### src/rtl/mux_arb_pkg.sv
// Shared types and defaults for the round-robin output-mux arbiter.
// Combinational only: a state enum, default sizes and a lane-slice helper.
// No flow control here; users apply their own handshakes.
package mux_arb_pkg;

  localparam int NREQ_DEF     = 4;
  localparam int DW_DEF       = 8;
  localparam int MAX_HOLD_DEF = 8;
  localparam int SEL_W_DEF    = $clog2(NREQ_DEF);

  typedef enum logic [1:0] {
    ST_IDLE  = 2'd0,
    ST_GRANT = 2'd1,
    ST_GAP   = 2'd2
  } arb_state_e;

  // Extract lane idx from a packed bundle; a shift keeps the index width-agnostic.
  function automatic logic [DW_DEF-1:0] lane_slice(
    input logic [NREQ_DEF*DW_DEF-1:0] lanes,
    input logic [SEL_W_DEF-1:0]       idx
  );
    logic [NREQ_DEF*DW_DEF-1:0] w_shifted;
    w_shifted = lanes >> (int'(idx) * DW_DEF);
    return w_shifted[DW_DEF-1:0];
  endfunction

endpackage

### src/rtl/mux_rr_arbiter_rr_pick.sv
// Round-robin winner search: first set request at or above ptr, wrapping.
// Purely combinational, zero cycles.
// No backpressure; any_vld simply reports whether any request is set.
module rr_pick
  import mux_arb_pkg::*;
#(
  parameter int NREQ  = NREQ_DEF,
  parameter int SEL_W = $clog2(NREQ)
) (
  input  logic [NREQ-1:0]  i_req,
  input  logic [SEL_W-1:0] i_ptr,
  output logic [SEL_W-1:0] o_winner,
  output logic             o_any_vld
);

  logic [2*NREQ-1:0] w_dbl;
  logic [NREQ-1:0]   w_rot;

  // Rotate requests so bit 0 of w_rot corresponds to the pointer position.
  assign w_dbl     = {i_req, i_req} >> i_ptr;
  assign w_rot     = w_dbl[NREQ-1:0];
  assign o_any_vld = |i_req;

  function automatic logic [SEL_W-1:0] wrap_add(input logic [SEL_W-1:0] base, input int off);
    int s;
    s = int'(base) + off;
    if (s >= NREQ) s = s - NREQ;
    return SEL_W'(s);
  endfunction

  // Scan from the far end so the smallest rotated offset is the last to win.
  always_comb begin
    o_winner = '0;
    for (int i = NREQ - 1; i >= 0; i--) begin
      if (w_rot[i]) o_winner = wrap_add(i_ptr, i);
    end
  end

endmodule

### src/rtl/mux_rr_arbiter.sv
// Round-robin arbiter driving a registered output mux with bounded tenures.
// Grant 1 cycle after request; data/valid lag grant by 1; GRANT->GAP->IDLE turnaround.
// No downstream backpressure; ena low freezes all state and outputs.
module mux_rr_arbiter
  import mux_arb_pkg::*;
#(
  parameter int NREQ     = NREQ_DEF,
  parameter int DW       = DW_DEF,
  parameter int MAX_HOLD = MAX_HOLD_DEF
) (
  input  logic                     i_clk,
  input  logic                     i_rst,
  input  logic                     i_ena,
  input  logic [NREQ-1:0]          i_req,
  input  logic [NREQ-1:0]          i_last,
  input  logic [NREQ*DW-1:0]       i_lane_in,
  output logic [NREQ-1:0]          o_gnt,
  output logic [$clog2(NREQ)-1:0]  o_sel,
  output logic [DW-1:0]            o_data_out,
  output logic                     o_valid,
  output logic                     o_busy
);

  localparam int SEL_W  = $clog2(NREQ);
  localparam int HOLD_W = $clog2(MAX_HOLD);

  arb_state_e         r_state, w_state_nxt;
  logic [SEL_W-1:0]   r_rr_ptr, w_rr_ptr_nxt;
  logic [HOLD_W-1:0]  r_hold, w_hold_nxt;
  logic [NREQ-1:0]    r_gnt, w_gnt_nxt;
  logic [SEL_W-1:0]   r_sel, w_sel_nxt;
  logic [DW-1:0]      r_data, w_data_nxt;
  logic               r_valid, w_valid_nxt;

  logic [SEL_W-1:0]   w_winner;
  logic               w_any_vld;
  logic               w_exit;

  rr_pick #(
    .NREQ  (NREQ),
    .SEL_W (SEL_W)
  ) u_rr_pick (
    .i_req     (i_req),
    .i_ptr     (r_rr_ptr),
    .o_winner  (w_winner),
    .o_any_vld (w_any_vld)
  );

  // Only the owner's last/req matter; the hold cap forces preemption.
  assign w_exit = i_last[r_sel] | ~i_req[r_sel] | (r_hold == HOLD_W'(MAX_HOLD - 1));

  // Next-state and next-output decode; every target defaults to its current value.
  always_comb begin
    w_state_nxt  = r_state;
    w_rr_ptr_nxt = r_rr_ptr;
    w_hold_nxt   = r_hold;
    w_gnt_nxt    = r_gnt;
    w_sel_nxt    = r_sel;
    w_data_nxt   = r_data;
    w_valid_nxt  = r_valid;
    case (r_state)
      ST_IDLE: begin
        w_gnt_nxt   = '0;
        w_valid_nxt = 1'b0;
        if (w_any_vld) begin
          w_state_nxt = ST_GRANT;
          w_gnt_nxt   = NREQ'(1) << w_winner;
          w_sel_nxt   = w_winner;
          w_hold_nxt  = '0;
        end
      end
      ST_GRANT: begin
        // The exit cycle still delivers a beat.
        w_data_nxt  = lane_slice(i_lane_in, r_sel);
        w_valid_nxt = 1'b1;
        if (w_exit) begin
          w_state_nxt  = ST_GAP;
          w_gnt_nxt    = '0;
          w_hold_nxt   = '0;
          w_rr_ptr_nxt = (r_sel == SEL_W'(NREQ - 1)) ? '0 : r_sel + SEL_W'(1);
        end else begin
          w_hold_nxt = r_hold + HOLD_W'(1);
        end
      end
      ST_GAP: begin
        w_state_nxt = ST_IDLE;
        w_gnt_nxt   = '0;
        w_valid_nxt = 1'b0;
        w_data_nxt  = '0;
      end
      default: begin
        w_state_nxt = ST_IDLE;
        w_gnt_nxt   = '0;
        w_valid_nxt = 1'b0;
      end
    endcase
  end

  // State and output registers; reset overrides ena, ena low holds everything.
  always_ff @(posedge i_clk) begin
    if (i_rst) begin
      r_state  <= ST_IDLE;
      r_rr_ptr <= '0;
      r_hold   <= '0;
      r_gnt    <= '0;
      r_sel    <= '0;
      r_data   <= '0;
      r_valid  <= 1'b0;
    end else if (i_ena) begin
      r_state  <= w_state_nxt;
      r_rr_ptr <= w_rr_ptr_nxt;
      r_hold   <= w_hold_nxt;
      r_gnt    <= w_gnt_nxt;
      r_sel    <= w_sel_nxt;
      r_data   <= w_data_nxt;
      r_valid  <= w_valid_nxt;
    end
  end

  assign o_gnt      = r_gnt;
  assign o_sel      = r_sel;
  assign o_data_out = r_data;
  assign o_valid    = r_valid;
  assign o_busy     = (r_state != ST_IDLE);

endmodule
### config.mk
export PLATFORM = sky130hd
export DESIGN_NAME = mux_rr_arbiter
export DESIGN_NICKNAME = d
export VERILOG_FILES = /design/src/rtl/mux_arb_pkg.sv /design/src/rtl/mux_rr_arbiter_rr_pick.sv /design/src/rtl/mux_rr_arbiter.sv
export SDC_FILE = /design/constraint.sdc
export NUM_CORES = 1
export LEC_CHECK = 0
export ABC_AREA = 1
export BUFFER_PORTS_ARGS = -buffer_cell sky130_fd_sc_hd__buf_2
export CORE_ASPECT_RATIO = 0.75
export CORE_MARGIN = 5
export CORE_UTILIZATION = 40
export CTS_CLUSTER_DIAMETER = 120
export DETAILED_ROUTE_END_ITERATION = 8
export PLACE_DENSITY = 0.68
export RECOVER_POWER = 50
export SYNTH_ARGS = -nofsm -noshare
export SYNTH_HDL_FRONTEND = slang
export SYNTH_HIERARCHICAL = 1
export SYNTH_SLANG_ARGS = --single-unit
### constraint.sdc
create_clock -name i_clk -period 1.9 [get_ports i_clk]
set_input_delay 0.285 -clock i_clk [delete_from_list [all_inputs] [get_ports i_clk]]
set_output_delay 0.285 -clock i_clk [all_outputs]
set_load 0.02 [all_outputs]
---- Word level (Yosys, flattened, before mapping) ----
Index checks and enable logic that the tools add are counted.
operators by class
  add/sub/neg operators ................... 9
  multiply operators ...................... 0
  divide/modulo/power cells ............... 0
  magnitude comparators ................... 5
  equality and inequality tests ........... 6
  shifts and indexed selects .............. 3
  muxes and demuxes ....................... 24
  bitwise operators ....................... 3
  reductions and logical operators ........ 11
operators by type and width
  operator                                                                       number
  32-bit by 5-bit right shift with 8-bit output                                  1
  2-bit 2-to-1 mux                                                               11
  8-bit one-hot mux with 2 select lines                                          1
  3-bit AND reduction                                                            4
  3-bit >= comparator (second input constant)                                    3
  4-bit 2-to-1 mux                                                               2
  4-bit one-hot mux with 2 select lines                                          1
  8-bit by 2-bit right shift with 4-bit output                                   1
  2-bit by 1-bit subtractor with 2-bit output (second input constant)            4
  2-bit by 2-bit adder with 3-bit output (second input constant)                 2
  3-bit 2-to-1 mux                                                               2
  3-bit one-hot mux with 2 select lines                                          1
  2-bit nonzero test                                                             3
  1-bit binary-select mux with 2-bit select                                      2
  2-bit == test (second input constant)                                          2
  2-bit one-hot mux with 2 select lines                                          1
  2-bit AND reduction                                                            2
  4-bit OR reduction                                                             1
  1-bit by 2-bit left shift with 4-bit output (first input constant)             1
  2-bit by 1-bit adder with 3-bit output (second input constant)                 1
  3-bit by 1-bit adder with 3-bit output (second input constant)                 1
  3-bit == test (second input constant)                                          1
  2-bit by 3-bit >= comparator with 1-bit output (second input constant)         1
  2-bit by 3-bit less-than comparator with 1-bit output (second input constant)  1
  8 further kinds                                                                11
word-level totals
  register bits ........................... 22
  latch bits .............................. 0
  bits in writable memories ............... 0
  ROM bits ................................ 0
  bits of input ports ..................... 43
  output and inout bits ................... 16
  logic and storage cells ................. 68
  memories kept ........................... 0

---- Longest topological paths before layout ----
Gate-level depths: netlist of run 1.
  depth in word-level cells ............... 10
  gate-level depth with buffers ........... 14
  depth with buffers taken out ............ 13

---- Hierarchy ----
The synthesis of run 1 kept the hierarchy.
modules (own cells, without submodules)
  module          times used  cells an instance  area an instance (um^2)  seq. area each (um^2)
  mux_rr_arbiter  1           180                1267.5                   440.4
  rr_pick         1           47                 227.7                    0.0

---- Worst setup path after synthesis of run 1 ----
OpenSTA, ideal clock, no wires.
  kind .................................... reg-to-reg
  start ................................... register r_state[0]
  end ..................................... register r_hold[2]
  library setup time ...................... 0.071 ns
  data arrival time ....................... 1.340 ns
  data required time ...................... 1.829 ns
  slack ................................... 0.489 ns
  cell stages (with the launch flop) ...... 10
  path buffers ............................ 0
  clock period less this slack ............ 1.411 ns
  path through ............................ dfxtp_1 -> inv_1 -> ha_1 -> inv_1 -> nor2_1 -> nor2_2 -> o21ai_1 -> inv_1 -> nand3_1 -> a21oi_1
on the way
  cells in the longest elaborated chain, start to end .. 3
  elaborated cells on any way between the ends .. 6
  classes of those cells .................. eq/ne: 2; mux: 1; reduce/logical: 3
RTL lines
  element                                                                                           RTL line               text
  start: declaration                                                                                mux_rr_arbiter.sv:27   arb_state_e r_state, w_state_nxt;
  start signal: assignment                                                                          mux_rr_arbiter.sv:110  r_state <= w_state_nxt;
  2-bit by 1-bit == test with 1-bit output or 2-bit logical NOT (tied branches)                     mux_rr_arbiter.sv:61   case (r_state)
  2-bit nonzero test (no line) or 2-bit by 1-bit inequality test with 1-bit output (tied branches)  --
  3-bit AND reduction (no line)                                                                     --
  end signal: assignment                                                                            mux_rr_arbiter.sv:112  r_hold <= w_hold_nxt;
  end: declaration                                                                                  mux_rr_arbiter.sv:29   logic [HOLD_W-1:0] r_hold, w_hold_nxt;
Several ways; a longest one is shown, not always the timed one.
A chain may end at the register's enable or synchronous reset.

---- Final worst setup path of run 1 ----
  start ................................... register r_state[0]
  end ..................................... register r_data[5], in the netlist o_data_out[5]
on the way
  cells in the longest elaborated chain, start to end .. 3
  elaborated cells on any way between the ends .. 5
  classes of those cells .................. eq/ne: 2; mux: 1; reduce/logical: 2
RTL lines
  element                                                                    RTL line               text
  2-bit by 1-bit == test with 1-bit output or 2-bit == test (tied branches)  mux_rr_arbiter.sv:61
  2-bit nonzero test (no line)                                               --
  2-bit AND reduction (no line)                                              --
  end signal: assignment                                                     mux_rr_arbiter.sv:115  r_data <= w_data_nxt;
  end: declaration                                                           mux_rr_arbiter.sv:32   logic [DW-1:0] r_data, w_data_nxt;
Several ways; a longest one is shown, not always the timed one.

==> flow_metrics.tcl, run 1 <==
set metrics [dict create \
    status "complete, no violations" \
    ir_drop_v 0.0005416 \
    reg2reg_from "r_state[0]" \
    worstPathRequired_ns 2.09 \
    path_max_fanout 9 \
    worstMarginPinSlew_ns 0.4223 \
    critPathArrivalTime_ns 1.77 \
    via_count 1619 \
    yosys-top-cells-area "dfxtp_1 (29%), nand2_1 (13%), nor2_1 (7.0%)" \
    yosysMostFrequentCell "nand2_1" \
    drc_errors 0 \
    synth_top_area_share_pct 29.46 \
    dieArea_sq_um 5073 \
    power_density_nw_per_um2 742.8 \
    overflow 0 \
    nets 335 \
    synth_top_cells_by_count "nand2_1 (51), nor2_1 (28), dfxtp_1 (22)" \
    seq_area_sq_um 441.7 \
    fin_worst_skew_ns 0.004193 \
    grt_pass1_wl_mm 6.299 \
    synth_ff_type "dfxtp_1" \
    hp-class "input port to flop" \
    cp-startpoint "r_state[0]" \
    rows 19 \
    p_leak_nw 0.8675 \
    min_from "i_ena" \
    worstSetupEndpointType "flop" \
    cts_tree "yes" \
    ys_warn_count 6 \
    synth_edf_count 0 \
    antenna_found_initial 0 \
    synthCells 227 \
    area_growth_pct 24.27 \
    fin_crit_sh_pct 82.88 \
    final_antenna_net_count 0 \
    async_flop_share_pct 0 \
    drv_slew 0 \
    die_height_um 62.95 \
    grt_max_degree 21 \
    whs_ns 0.3602 \
    min_period_ns 1.575 \
    drt-total-wl_mm 3.925 \
    synth_fp_nets 277 \
    yosys.area.top_type "dfxtp_1" \
    placedCellCount 332 \
    rsz0062_at_grt "no" \
    multi_input_area_sq_um 885.9 \
    hpwl_mm 3.189 \
    gp_congestion 0.8113 \
    avgSynthCellArea_sq_um 6.587 \
    top_level_ports 59 \
    netlist_area_sq_um 1495 \
    max_freq_ghz 0.6351 \
    io_buffers 58 \
    wl_per_cell_um 11.68 \
    ys_ff_latch 22 \
    worstSetupPathType "flop to flop" \
    reg2reg_depth 6 \
    cts_buffer_depth 2 \
    cp-start-kind "flop" \
    core_sq_um 3637 \
    clk_pin_slew_ns 0.08 \
    routed_via_density 4.818 \
    hold_depth 3 \
    slew_headroom_pct 71.75 \
    cts_sinks 22 \
    drtIter0Drc 75 \
    cts_setup_buffers 0 \
    hold_viol_final 0 \
    chipWidth_um 80.60 \
    layout.cells.non_filler 336 \
    grt.total_usage_pct 15.43 \
    cts_htree_levels 1 \
    fin_tns_setup_ns 0 \
    grt_pass1_vias 1443 \
    cts_root_buf "clkbuf_8" \
    drtPass1Iterations 4 \
    synth_cell_types 25 \
    start_util_pct 41.11 \
    clock_latency_ns 0.26 \
    setup_viol 0 \
    final.fill_count 376 \
    n_antenna_cell 0 \
    maxCapViolations 0 \
    seq_area_frac_synth_pct 29.46 \
    drive_above_1_share_pct 25.70 \
    cts_buffers 3 \
]
[area by class of cell]
cell class                 count  share of cell area [%]
clock inverter                 1                   1.616
sequential                    22                   23.77
timing repair buffer          60                   15.42
tap                           52                   3.502
multi-input combinational    170                   47.68
inverter                      28                   5.791
clock buffer                   3                   2.222
[critical path: stages (launching register included)]
cell and delay [ns]:
dfxtp_1 0.39, inv_1 0.08, ha_1 0.29, nand2_2 0.12, nor2_1 0.37, nand2_1 0.12, a21oi_1 0.15
[layout by cell type, fill, tap and decap left out, drive strengths merged]
master / netlist / layout
nand2: 58 / 58
ha: 7 / 7
nor2: 32 / 32
dfxtp: 22 / 22
a211oi: 2 / 2
a21oi: 18 / 18
nand3: 20 / 20
o22ai: 8 / 8
o21ai: 22 / 22
nand4: 2 / 2
bufinv: 0 / 1
buf: 5 / 45
xnor2: 1 / 1
inv: 28 / 28
clkbuf: 2 / 18
[worst paths after layout]
kind | to | slack [ns]
hold / removal | o_gnt[3] | 0.36
setup reg to reg | o_data_out[5] | 0.33
setup / recovery | o_data_out[5] | 0.33
hold reg to reg | o_gnt[3] | 0.46
[sequential cells by signal (all words and copies together), names as in the netlist]
register / cells
r_state: 2
r_hold: 3
o_valid: 1
r_rr_ptr: 2
o_gnt: 4
o_sel: 2
o_data_out: 8
[per-stage QoR]
stage                     setup WS, ns  utilization (%)  total power, W  instance area [sq um]
final                           0.3254            51.08        0.001380                   1858
after global routing            0.1458            51.08        0.001476                   1858
after CTS                       0.2158            51.77        0.001400                   1883
after detailed placement        0.2345            49.81       0.0009682                   1812
after global placement          0.2637            49.81       0.0009642                   1812
after floorplan                 0.4894                -       0.0008414                   1495
[cells by family (layout without fill, tap and decap cells)]
group | after synthesis | after routing | share of synthesized area, %
and+or+nand+nor | 112 | 112 | 35.31
AOI/OAI and AO/OA | 50 | 50 | 17.99
buffers and inverters | 35 | 92 | 10.80
DFF | 22 | 22 | 29.46
adders and majority gates | 7 | 7 | 5.857
xor gates and xnor gates | 1 | 1 | 0.5859
[timing repair]
item / 4_1_cts / 5_1_grt
setup endpoints to repair: 0 / 3
endpoints found under the hold margin: 0 / 0
hold buffers: 0 / 0
resized for setup: 0 / 1
[routing by layer]
metal / track usage, % / share of wire [%]
met1: 21.57 / 48
met2: 24.07 / 44
met3: 3.602 / 6.6
met4: 3.165 / 0.61
met5: 0 / 0
[power by group]
part	switching, W	total [W]	internal [W]	leakage, nW
combinational	0.000271	0.000425	0.000155	0.652
clock	0.000148	0.000429	0.000281	0.0357
sequential	0.0000335	0.000526	0.000493	0.179
(Power assumes the default switching activity.)
==> run 2: changes to the inputs <==
ABC_AREA = 0   (was 1)
PLACE_DENSITY = 0.72   (was 0.68)
clock period = 1.35 ns   (was 1.9 ns; I/O delays follow)
==> flow_metrics.tcl, run 2 <==
set metrics [dict create \
    yosysMostFrequentCell "dfxtp_1" \
    drive_above_1_share_pct 54.63 \
    ys_ff_latch 22 \
    drtIter0Drc 61 \
    path_max_fanout 3 \
    stdcell_area_sq_um 2117 \
    max_freq_ghz 0.6079 \
    ir_drop_v 0.0006616 \
    start_util_pct 41.15 \
    place_ws_ns -0.3495 \
    pwr-share-comb_pct 35.5 \
    overflow 0 \
    synth_cell_types 35 \
    top_level_ports 59 \
    violations "design-rule violations, negative setup slack" \
    via_count 1399 \
    setup_viol 19 \
    drtPass1Iterations 6 \
    routed_via_density 5.240 \
    maxCapViolations 0 \
    worstSetupPathType "flop to flop" \
    final_antenna_net_count 0 \
    cts_tree "yes" \
    synth_top_cells_by_count "dfxtp_1 (22), nor2_1 (14), mux4_2 (10), nand2b_1 (10), inv_1 (9)" \
    synth_fp_nets 186 \
    final_cell_mix "buf_2 (49), buf_4 (30), dfxtp_1 (17)" \
    core_sq_um 3266 \
    nets 278 \
    fin_crit_sh_pct 121.9 \
    die_height_um 60.20 \
    grt_pass1_wl_mm 6.251 \
    cts_htree_levels 1 \
    r2r_end "r_rr_ptr[1]" \
    avgSynthCellArea_sq_um 9.881 \
    place_area_sq_um 1901 \
    worstSetupEndpointType "flop" \
    worstMarginPinSlew_ns 0.3835 \
    pwr-share-clk_pct 23.9 \
    grt_pass1_vias 1362 \
    netlist_area_sq_um 1344 \
    drt-total-wl_mm 4.155 \
    hpwl_mm 3.037 \
    holdBufCountCts 0 \
    async_flop_share_pct 0 \
    seqPwrFrac_pct 40.5 \
    grt.total_usage_pct 16.90 \
    wl_per_cell_um 15.56 \
    hold_depth 2 \
    dieArea_sq_um 4631 \
    status "finished with violations" \
    worstHoldEndpoint "o_valid" \
    min_period_ns 1.645 \
    synth_edf_count 0 \
    chipWidth_um 76.93 \
    cts_sinks 22 \
    clock_latency_ns 0.26 \
    seq_area_frac_synth_pct 32.77 \
    rsz0062_at_grt "yes" \
    drc_errors 2 \
    final_common_cell "buf_2" \
    power_density_nw_per_um2 831.2 \
    p_leak_nw 0.9306 \
    switching_share_pct 31.15 \
    cp-start-kind "flop" \
    cts_root_buf "clkbuf_8" \
    drv_slew 0 \
    p_int_w 0.001211 \
    whs_ns 0.3285 \
    hold_viol_final 0 \
    cts_buffer_depth 2 \
    synthCells 136 \
    hp-class "input port to flop" \
    cp-startpoint "o_sel[0]" \
    reg2reg_from "o_sel[0]" \
    r2r_setup_slack_ns -0.30 \
    min_from "i_rst" \
    clk_pin_slew_ns 0.08 \
    fin_worst_skew_ns 0.001534 \
    fin_ws_ns -0.2950 \
    ys_warn_count 6 \
    yosys.area.top_type "dfxtp_1" \
    io_buffers 58 \
    antenna_found_initial 0 \
    n_antenna_cell 0 \
    cts_buffers 3 \
    yosys-top-cells-area "dfxtp_1 (33%), mux4_2 (17%), ha_1 (6.5%)" \
    area_growth_pct 57.54 \
    gp_congestion 0.8516 \
    synth_top_area_share_pct 32.77 \
    reg2reg_depth 3 \
    worstPathRequired_ns 1.52 \
    critPathArrivalTime_ns 1.82 \
    switching_power_w 0.0005482 \
    synth_ff_type "dfxtp_1" \
    slew_headroom_pct 74.40 \
    grt_max_degree 14 \
    largest_reg_flops 8 \
    rows 18 \
]
[run 2: area by class of cell]
class / instances / area (sq um)
tap: 40 / 50.05
multi-input combinational: 100 / 984.7
sequential: 22 / 449.2
timing repair buffer: 91 / 545.5
clock buffer: 4 / 45.04
inverter: 10 / 42.54
fill: 254 / 1149
[run 2: cell families after synthesis]
logic type      Yosys count  share of synthesized area [%]
mux                      15                          20.67
simple gates             46                          17.97
fa+ha+maj                 7                          6.517
flops                    22                          32.77
buf+inv                  14                          4.003
compound gates           32                          18.06
[run 2: how the worst max path moves through the flow]
stage / to / cells past startpoint
2_1_floorplan: r_rr_ptr[1] / 3
3_3_place_gp: r_rr_ptr[1] / 5
3_5_place_dp: r_rr_ptr[1] / 5
4_1_cts: r_rr_ptr[1] / 3
5_1_grt: r_rr_ptr[1] / 3
6_report: r_rr_ptr[1] / 3
[run 2: stage by stage]
step | instances | util (%) | power (W) | setup TNS, ns
2_1_floorplan | 136 | - | 0.001004 | -2.644
3_3_place_gp | 260 | 58.20 | 0.001236 | -3.164
3_5_place_dp | 260 | 58.20 | 0.001246 | -3.662
4_1_cts | 266 | 62.11 | 0.001708 | -2.799
5_1_grt | 267 | 64.83 | 0.001860 | -4.561
6_report | 267 | 64.83 | 0.001760 | -3.121
[run 2: power groups by stage]
stage | combinational (W) | sequential, W | clock [W]
6_report | 0.000625 | 0.000713 | 0.000421
5_1_grt | 0.000676 | 0.000719 | 0.000465
4_1_cts | 0.000567 | 0.000711 | 0.000430
3_5_place_dp | 0.000522 | 0.000724 | 0
3_3_place_gp | 0.000513 | 0.000723 | 0
2_1_floorplan | 0.000245 | 0.000759 | 0
[run 2: repair_timing]
action | in CTS | in global routing
endpoints found under the setup margin | 20 | 20
setup buffers | 2 | 1
gates resized for setup | 16 | 19
pin swaps | 4 | 3
[run 2: critical path: stages (launching register included)]
cell,delay [ns]
dfxtp_4,0.37
mux4_2,0.59
or4b_4,0.52
o311ai_2,0.08
[run 2: layer usage]
layer / track usage, % / wire length [um]
met5: 0 / 0
met4: 4.489 / 64
met3: 5.271 / 230
met2: 27.45 / 2028
met1: 21.95 / 1833
==> run 3: changes to the inputs <==
RECOVER_POWER = 25   (was 50)
==> flow_metrics.tcl, run 3 (same netlist as run 2, synthesis figures left out) <==
set metrics [dict create \
    status "finished with violations" \
    violations "negative setup slack" \
    core_sq_um 3266 \
    hpwl_mm 3.037 \
    cts_tree "yes" \
    worstSetupEndpointType "flop" \
    worstPathRequired_ns 1.52 \
    drc_errors 0 \
    fin_worst_skew_ns 0.006466 \
    fin_ws_ns -0.2946 \
    cp-start-kind "flop" \
    finish.utilization_pct 64.98 \
    seqPwrFrac_pct 40.7 \
    critPathArrivalTime_ns 1.82 \
    hp-class "input port to flop" \
    setup_viol 19 \
    antenna_found_initial 0 \
    drtPass1Iterations 7 \
    final_common_cell "buf_2" \
    final_cell_mix "buf_2 (53), buf_4 (30), dfxtp_1 (17)" \
    cts_root_buf "clkbuf_8" \
    grt.total_usage_pct 16.90 \
    cts_buffers 3 \
    stdcell_area_sq_um 2122 \
    ir_drop_v 0.0006446 \
    max_freq_ghz 0.6080 \
    cpMaxStageDelayCell "mux4_2" \
    grt_pass1_vias 1362 \
    final_antenna_net_count 0 \
    cts_buffer_depth 2 \
    chipWidth_um 76.93 \
    critPathMaxStageDelay_ns 0.59 \
    via_count 1405 \
    gp_congestion 0.8516 \
    worstMarginPinSlew_ns 0.3780 \
    worstHoldEndpoint "o_valid" \
    largest_reg_flops 8 \
    area_growth_pct 57.91 \
    drive_above_1_share_pct 56.39 \
    r2r_setup_slack_ns -0.29 \
    fin_crit_sh_pct 121.8 \
    hold_depth 2 \
    holdBufCountCts 0 \
    layout.cells.non_filler 267 \
    reg2reg_from "o_sel[0]" \
    cts_sinks 22 \
    maxCapViolations 0 \
    pwr-share-comb_pct 35.7 \
    path_max_fanout 3 \
    cp_num_buf_inv 0 \
    cts_htree_levels 1 \
    reg2reg_depth 3 \
    rsz0062_at_grt "yes" \
    fin_tns_setup_ns -3.169 \
    overflow 0 \
    slew_headroom_pct 74.78 \
    drtIter0Drc 61 \
    start_util_pct 41.15 \
    pwr-share-clk_pct 23.6 \
    grt_pass1_wl_mm 6.251 \
    top_level_ports 59 \
    min_period_ns 1.645 \
    min_from "i_rst" \
    p_leak_nw 0.9477 \
    r2r_end "r_rr_ptr[1]" \
    drt-total-wl_mm 4.155 \
    dieArea_sq_um 4631 \
    nets 278 \
    power_w 0.001754 \
    rows 18 \
    worstSetupPathType "flop to flop" \
    switching_share_pct 30.84 \
    cp_top_family "multiplexers" \
    wl_per_cell_um 15.56 \
    io_buffers 58 \
    die_height_um 60.20 \
    grt_max_degree 14 \
    p_int_w 0.001213 \
    place_area_sq_um 1901 \
    routed_via_density 5.262 \
    clk_pin_slew_ns 0.08 \
    hold_viol_final 0 \
    clock_latency_ns 0.26 \
    n_antenna_cell 0 \
    power_density_nw_per_um2 826.4 \
    placedCellCount 260 \
    path_cells "mux4_2 > or4b_4 > o311ai_2" \
    drv_slew 0 \
    switching_power_w 0.0005409 \
]
run 3: metrics by stage:
stage,setup slack [ns],hold slack (ns)
detailed placement,-0.3495,0.4687
global route,-0.3190,0.3506
floorplan,-0.2705,0.3843
CTS,-0.2684,0.2962
global placement,-0.2797,0.4568
finish,-0.2946,0.3325
run 3: worst max-delay path by stage:
stage	startpoint	endpoint	cells after the start	slack [ns]
after global placement	i_req[3]	r_rr_ptr[1]	5	-0.28
after floorplan	o_sel[0]	r_rr_ptr[1]	3	-0.27
final	o_sel[0]	r_rr_ptr[1]	3	-0.29
after detailed placement	i_req[2]	r_rr_ptr[1]	5	-0.35
after global routing	o_sel[0]	r_rr_ptr[1]	3	-0.32
after CTS	o_sel[0]	r_rr_ptr[1]	3	-0.27
run 3: area by class of cell:
cell class | count | area, sq um
Inverter | 10 | 42.54
Clock buffer | 4 | 45.04
Tap cell | 40 | 50.05
Timing Repair Buffer | 91 | 550.5
Fill cell | 253 | 1144
Sequential cell | 22 | 449.2
Multi-Input combinational cell | 100 | 984.7
run 3: power by group through the flow:
stage          Sequential (W)  Combinational, W  Clock [W]
2_1_floorplan        0.000759          0.000245          0
5_1_grt              0.000719          0.000677   0.000465
3_3_place_gp         0.000723          0.000513          0
4_1_cts              0.000711          0.000567   0.000430
3_5_place_dp         0.000724          0.000522          0
6_report             0.000714          0.000627   0.000413
run 3: layer usage:
metal  up-vias  global-route usage (%)  routed length, um
met5         -                       0                  0
met4         0                   4.489                 38
met3         4                   5.271                293
met2        48                   27.45               2064
met1       663                   21.95               1760
li1        690                       -                  -
run 3: timing repair:
action                                 in CTS  in global routing
endpoints found under the hold margin       0                  0
setup buffers                               2                  1
gates resized for setup                    16                 19
setup endpoints to repair                  20                 20
pin swaps                                   4                  3
